### src/rtl/ras_circular.sv
// Return-address stack on a circular buffer; push past full overwrites the oldest entry and sets sticky ovf.
// Outputs top_of_stack/valid/count are combinational from state; err reflects the current cycle's pop.
// Optional checkpoint (ifdef RAS_CIRCULAR_CKPT_EN) adds ckpt_save/ckpt_restore and a shadow {ptr,cnt}.
module ras_circular #(
  parameter int DATA_W = 16,
  parameter int DEPTH = 8,
  localparam int PTR_W = $clog2(DEPTH),
  localparam int CNT_W = $clog2(DEPTH + 1)
) (
  input  logic              clk,
  input  logic              rst_n,
  input  logic              push,
  input  logic [DATA_W-1:0] new_data,
  input  logic              pop,
  input  logic              flush,
  input  logic              ovf_clr,
`ifdef RAS_CIRCULAR_CKPT_EN
  input  logic              ckpt_save,
  input  logic              ckpt_restore,
`endif
  output logic [DATA_W-1:0] top_of_stack,
  output logic              valid,
  output logic [CNT_W-1:0]  count,
  output logic              err,
  output logic              ovf
);

  logic [DATA_W-1:0] mem [DEPTH];
  logic [PTR_W-1:0]  ptr, nxt_ptr, ptr_inc, wr_addr;
  logic [CNT_W-1:0]  cnt, nxt_cnt;
  logic              wr_en, ovf_set, empty, full;

  assign ptr_inc = ptr + PTR_W'(1);
  assign empty   = (cnt == '0);
  assign full    = (cnt == CNT_W'(DEPTH));

  assign top_of_stack = empty ? '0 : mem[ptr];
  assign valid        = !empty;
  assign count        = cnt;

`ifdef RAS_CIRCULAR_CKPT_EN
  logic [PTR_W-1:0] shd_ptr;
  logic [CNT_W-1:0] shd_cnt;

  // Shadow captures pre-update pointer state; a simultaneous restore consumes the old shadow instead.
  always_ff @(posedge clk or negedge rst_n) begin
    if (!rst_n) begin
      shd_ptr <= '0;
      shd_cnt <= '0;
    end else if (ckpt_save && !ckpt_restore) begin
      shd_ptr <= ptr;
      shd_cnt <= cnt;
    end
  end
`endif

  // Next-state decode: flush, then restore, then push/pop combinations.
  always_comb begin
    nxt_ptr = ptr;
    nxt_cnt = cnt;
    wr_en   = 1'b0;
    wr_addr = ptr;
    ovf_set = 1'b0;
    err     = 1'b0;
    if (flush) begin
      nxt_ptr = '0;
      nxt_cnt = '0;
    end
`ifdef RAS_CIRCULAR_CKPT_EN
    else if (ckpt_restore) begin
      nxt_ptr = shd_ptr;
      nxt_cnt = shd_cnt;
    end
`endif
    else if (push && (!pop || empty)) begin
      // Plain push (or push+pop on empty): advance and write the new top.
      nxt_ptr = ptr_inc;
      wr_en   = 1'b1;
      wr_addr = ptr_inc;
      if (full) ovf_set = 1'b1;
      else      nxt_cnt = cnt + CNT_W'(1);
    end else if (push && pop) begin
      // Replace the top in place.
      wr_en   = 1'b1;
      wr_addr = ptr;
    end else if (pop) begin
      if (empty) begin
        err = 1'b1;
      end else begin
        nxt_ptr = ptr - PTR_W'(1);
        nxt_cnt = cnt - CNT_W'(1);
      end
    end
  end

  // Pointer, count and sticky overflow state; a set beats a same-cycle clear.
  always_ff @(posedge clk or negedge rst_n) begin
    if (!rst_n) begin
      ptr <= '0;
      cnt <= '0;
      ovf <= 1'b0;
    end else begin
      ptr <= nxt_ptr;
      cnt <= nxt_cnt;
      ovf <= ovf_set | (ovf & ~ovf_clr);
    end
  end

  // Entry storage, intentionally not reset.
  always_ff @(posedge clk) begin
    if (wr_en) mem[wr_addr] <= new_data;
  end

endmodule

### config.mk
export PLATFORM = sky130hd
export DESIGN_NAME = ras_circular
export DESIGN_NICKNAME = d
export VERILOG_FILES = /design/src/rtl/ras_circular.sv
export SDC_FILE = /design/constraint.sdc
export NUM_CORES = 1
export LEC_CHECK = 0
export ABC_CLOCK_PERIOD_IN_PS = 3400
export CORE_MARGIN = 2
export CORE_UTILIZATION = 29
export DETAILED_ROUTE_END_ITERATION = 6
export GPL_ROUTABILITY_DRIVEN = 0
export PLACE_DENSITY = 0.42
export SLEW_MARGIN = 20
export SYNTH_ARGS = -nofsm -noshare
export SYNTH_HDL_FRONTEND = slang
export SYNTH_SLANG_ARGS = --single-unit
export TNS_END_PERCENT = 50
### constraint.sdc
create_clock -name clk -period 3.4 [get_ports clk]
set_clock_uncertainty 0.1 [all_clocks]
set_input_delay 0.68 -clock clk [delete_from_list [all_inputs] [get_ports clk]]
set_output_delay 0.68 -clock clk [all_outputs]
set_load 0.1 [all_outputs]
### Word level (Yosys, flattened, before mapping)

Memories as Yosys holds them, arrays and structs flattened.
Cells that the tools add are included.

| storage, ports and cells | value |
|---|---|
| bits of input ports | 22 |
| bits in registers | 8 |
| logic and storage cells | 51 |
| memories kept | 1 |
| bits in writable memories | 128 |
| output and inout port bits | 23 |

| cells by class | value |
|---|---|
| bitwise logic cells | 3 |
| reductions and logical operators | 9 |
| multiplexer cells | 27 |
| eq/ne operators | 4 |
| add/subtract/negate cells | 4 |

Memories:

| memory | words | bits a word | read ports | clocked after Yosys merged registers in | write ports | line | text |
|---|---|---|---|---|---|---|---|
| mem | 8 | 16 | 1 | 0 | 1 | 28 | `logic [DATA_W-1:0] mem [DEPTH];` |

Operators by type and width:

| kind | number |
|---|---|
| $mux 4 | 6 |
| $mux 3 | 7 |
| $mux 16 | 1 |
| $mux 1 | 13 |
| $ne 3x3->1 const B | 2 |
| $add 4x1->4 const B | 1 |
| $eq 4x4->1 const B | 1 |
| $logic_not 4->1 | 1 |
| $reduce_and 4->1 | 1 |
| $sub 4x1->4 const B | 1 |
| $add 3x1->3 const B | 1 |
| $ne 3x2->1 const B | 1 |
| $reduce_and 3->1 | 1 |
| $reduce_bool 3->1 | 1 |
| $sub 3x1->3 const B | 1 |
| $logic_and 1x1->1 | 2 |
| $logic_not 1->1 | 2 |
| $and 1x1->1 | 1 |
| $logic_or 1x1->1 | 1 |
| $not 1->1 | 1 |
| $or 1x1->1 | 1 |

### Logic depth before layout (Yosys ltp)

| logic depth | value |
|---|---|
| depth after elaboration | 7 |
| gate-level depth with buffers | 8 |
| depth with buffers taken out | 7 |

### Worst setup path after synthesis

OpenSTA, ideal clock, no wires.

| path | value |
|---|---|
| path type | flip-flop to output port |
| start | register cnt[1], in the netlist count[1] |
| end | output port err |
| data required time | 2620 ps |
| slack | -2120 ps |
| arrival time | 4740 ps |
| stages on the path, launching flop included | 5 |
| cell sequence | dfrtp_1 -> buf_6 -> nor4_4 -> inv_2 -> nor4_1 |

| between the ends | value |
|---|---|
| word-level cells in the longest chain between the ends | 6 |
| elaborated cells between the ends (all ways) | 8 |
| those cells by class | 5 x mux; 3 x reduce/logical |

RTL lines:

| element | line | text |
|---|---|---|
| from (decl) | 30 | `logic [CNT_W-1:0] cnt, nxt_cnt;` |
| from (signal assigned) | 104 | `cnt <= nxt_cnt;` |
| $logic_not 4->1 (*) | 34 | `assign empty = (cnt == '0);` |
| $mux 1 | 87 | `if (empty) begin` |
| $mux 1 | 86 | `end else if (pop) begin` |
| $mux 1 | 82 | `end else if (push && pop) begin` |
| $mux 1 (*) | 75 | `else if (push && (!pop \|\| empty)) begin` |
| $mux 1 (*) | 65 | `if (flush) begin` |
| to (decl) | 24 | `output logic err,` |

Mark *: on every way between the ends. The rest lies on a longest branch, timed or not.

### Final worst setup path

| path | value |
|---|---|
| start | register ptr[1] |
| end | output port top_of_stack[3] |

| between the ends | value |
|---|---|
| word-level cells in the longest chain between the ends | 2 |

RTL lines:

| element | line | text |
|---|---|---|
| from (decl) | 29 | `logic [PTR_W-1:0] ptr, nxt_ptr, ptr_inc, wr_addr;` |
| from (signal assigned) | 103 | `ptr <= nxt_ptr;` |
| $mem_v2 8x16 | -- |  |
| $mux 16 | 37 | `assign top_of_stack = empty ? '0 : mem[ptr];` |
| to (decl) | 21 | `output logic [DATA_W-1:0] top_of_stack,` |

No other way between the ends.

==> impl_results.rst <==
.. list-table::
   :header-rows: 1

   * - Metric
     - Value
   * - Ordered list of cells on the worst path
     - buf_4, buf_4, mux4_2, mux2i_1, nor2_1, buf_12
   * - Post-synth net total
     - roughly 350
   * - Most utilized layer in the global route result
     - met2
   * - Overall via count from detail_route
     - ~3,100
   * - Clock Latency Late Sink
     - between 400 and 500 ps
   * - Antenna Violating Nets Remaining
     - 0
   * - Total wire length
     - 12.6 mm
   * - Final period demand of the worst path
     - 3110 ps
   * - Global-route wire length before repair
     - 19.8 mm
   * - Synthesized area per cell
     - around 18 sq um
   * - Met1 layer usage reported by global route
     - 16.5%
   * - Width of the die
     - 145 um
   * - Detailed-placement wirelength estimate
     - just over 8 mm
   * - Setup Fix Bufs, Post-CTS
     - 0
   * - Final cell utilization of the core
     - 38.4%
   * - Cells after Synth
     - about 320
   * - Crit-path max FO
     - 20
   * - Initial cell density of the core
     - between 20% and 30%
   * - Run status
     - completed
   * - Gates resized, CTS repair
     - 0
   * - RSZ-0062 raised after global routing
     - false
   * - Setup-failing EPs final
     - 0
   * - Post-DR vias/cell
     - approximately 4.7
   * - Fill cell total of the finished layout
     - 1,859
   * - Number of H-tree branching levels
     - 4
   * - Register-to-register path setup slack
     - roughly 500 ps
   * - Final Cycle Share
     - 91.4%
   * - Transition at the pin with the smallest max-transition slack
     - ~1000 ps
   * - Number of detailed-route iterations in the first pass
     - 4
   * - Worst setup path category
     - flop to output port
   * - Count of different cell masters after synthesis
     - 51
   * - Master cell of the clock root buffer
     - clkbuf_16
   * - Fraction of met3 tracks used by global routing
     - between 3 and 4%
   * - Max transition margin
     - about a third
   * - Total Nets Final
     - roughly 420
   * - Row cnt
     - slightly above 50
   * - Clock transition at the register clock pins on the worst setup and hold paths after CTS
     - 60 ps
   * - CP arrival
     - between 2000 and 2500 ps
   * - Number of enable flip-flop cells after synthesis
     - 128
   * - Post-Layout Inst Area
     - between 0.007 and 0.008 sq mm
   * - IO buf count
     - 44
   * - Hold Fails Final Rpt
     - 0
   * - Post-detailed-placement cell area
     - approximately 0.0069 sq mm
   * - Die area
     - roughly 0.021 sq mm
   * - Total count of max-transition violations in the final report
     - 0
   * - Maximum number of pins on one net before global-route repair
     - 21
   * - Most used DFF post-synth
     - edfxtp_1
   * - Cell area after synthesis
     - ~0.0058 sq mm
   * - Most common cell type on the critical path
     - buf_4
   * - Average wire length per cell after detail routing
     - approximately 19 um
   * - Via count of the first global-routing pass
     - 3,344
   * - Slowest Stage Delay on Critical Path
     - roughly 380 ps
   * - Number of inserted diodes
     - 0
   * - YS warnings
     - 0
   * - Post-route worst hold slack
     - between 300 and 400 ps
   * - Drt first-iter violations
     - around 160
   * - Clock tree from TritonCTS
     - done
   * - Highest Clock Rate
     - approximately 320 MHz
   * - Category of the worst setup path launch point
     - flop
   * - M2 GR Usage
     - 19.9%
   * - Overall track demand over capacity in global routing
     - 12.6%
   * - IO Pins
     - between 40 and 50
   * - Number of sinks handled by clock tree synthesis
     - about 140
   * - Remaining routing DRC violations
     - 0
   * - Flop and latch count out of synthesis
     - 136
   * - Number of buffers inserted by hold repair at cts
     - 0
   * - Slowest cell on crit path
     - buf_4
   * - Area added between synthesis and finish
     - 29.9%
   * - Global route overflow
     - 0
   * - Sequential area share after synthesis
     - between 70% and 80%
   * - Share of cells above drive strength 1
     - about a third
   * - Worst setup slack before clock tree synthesis
     - ~160 ps
   * - Post-synthesis async set-or-reset flop share
     - 5.88%
   * - Chip Height
     - roughly 150 um
   * - Minimum setup slack in the final design
     - 294 ps
   * - Number of antenna violations at the first check in global routing
     - 0
   * - Capturing element type of the critical path
     - output port
   * - Max Cap Viol
     - 0
   * - Clock Tree Buf Depth
     - 2
   * - Required arrival time at the worst endpoint
     - 2620 ps
   * - Core area
     - slightly below 0.02 sq mm
   * - Path category of the worst min-delay check
     - flop to flop
   * - CTS Buf Count
     - 17
==> path summary, 6_finish.rpt <==
check / from / end / cells past startpoint
worst max register to register: count[1] / mem[2][5] / 4
worst min-delay path: ovf / ovf / 1
max in group asynchronous: rst_n / count[1] / 1
worst max-delay path: ptr[1] / top_of_stack[3] / 6
min in group asynchronous: rst_n / ovf / 1
worst min register to register: ovf / ovf / 1
==> cell usage after synthesis, types with 2 or more instances <==
master / count / area share [%]
o41a_1: 2 / 0.39
o31ai_1: 2 / 0.26
nand3_1: 4 / 0.35
nand4b_1: 2 / 0.30
nor4_1: 4 / 0.43
nor3_1: 2 / 0.17
nor2_1: 32 / 2.1
buf_1: 4 / 0.26
mux4_2: 32 / 12
nor2b_1: 2 / 0.22
mux2i_1: 17 / 2.9
buf_6: 3 / 0.58
nand2_1: 9 / 0.58
a21oi_1: 6 / 0.52
ha_1: 4 / 0.87
and2_1: 3 / 0.32
dfrtp_1: 8 / 3.5
nand2b_1: 5 / 0.54
a31oi_1: 5 / 0.54
or3_1: 2 / 0.22
buf_2: 6 / 0.52
inv_1: 5 / 0.32
clkbuf_1: 5 / 0.32
edfxtp_1: 128 / 67
==> cell usage in the layout (no fill, tap or decap), types with 3 or more instances in the layout <==
cell             Yosys  routed
edfxtp_1           128     128
buf_4                1      36
mux4_2              32      32
nor2_1              32      27
clkdlybuf4s50_1      0      21
buf_12               0      18
mux2i_1             17      17
clkbuf_16            0      17
nand2_1              9       9
nand2b_1             5       5
inv_1                5       5
nor2_2               0       5
a31oi_1              5       5
a21oi_1              6       4
nand3_1              4       4
ha_1                 4       4
nor4_1               4       3
and2_1               3       3
bufinv_16            0       3
clkinv_4             0       3
inv_6                0       3
clkinvlp_4           0       3
dfrtp_2              0       3
dfrtp_1              8       3
==> through the flow <==
step	cells	TNS [ps]
floorplan	319	-30.7
finish	671	0
global placement	639	0
global route	671	0
detailed placement	639	0
CTS	671	0
==> sequential cells by signal, summed over array words and instances (netlist names) <==
signal	cells
count	4
mem	128
ovf	1
ptr	3
==> critical path, delay by kind of cell, from the launching register on <==
| kind | cells | cell delay (ps) |
|---|---|---|
| flops | 1 | 360 |
| simple gates | 1 | 110 |
| buf+inv | 3 | 830 |
| mux | 2 | 590 |
==> routing by layer <==
| layer | vias to the layer above | wire [um] |
|---|---|---|
| met5 | - | 0 |
| met4 | 0 | 282 |
| met3 | 19 | 609 |
| met2 | 81 | 5940 |
| met1 | 1588 | 5780 |
| li1 | 1434 | - |
==> logic make-up (layout without fill, tap and decap cells) <==
| family | count (synthesis) | count (layout) | synth area share, % |
|---|---|---|---|
| adder cells (fa/ha/maj) | 4 | 4 | 0.867 |
| multiplexers | 51 | 51 | 15.9 |
| buffers and inverters | 26 | 113 | 2.30 |
| XOR/XNOR | 1 | 1 | 0.282 |
| flip-flops | 136 | 136 | 70.0 |
| AO/OA/AOI/OAI | 28 | 28 | 3.92 |
| AND/OR/NAND/NOR | 73 | 73 | 6.74 |
==> layout make-up <==
| type | count | area, sq um | share of cell area (%) |
|---|---|---|---|
| repair buffers | 75 | 841 | 11.2 |
| inverters | 6 | 36.3 | 0.484 |
| clock buffers | 19 | 433 | 5.77 |
| multi-input cells | 157 | 1630 | 21.8 |
| well taps | 265 | 332 | 4.42 |
| clock inverters | 13 | 169 | 2.25 |
| flip-flops and latches | 136 | 4060 | 54.1 |
Power is left out: the tool's default activity adds up to more than one toggle a clock period on the data nets, which glitch-free logic cannot reach.
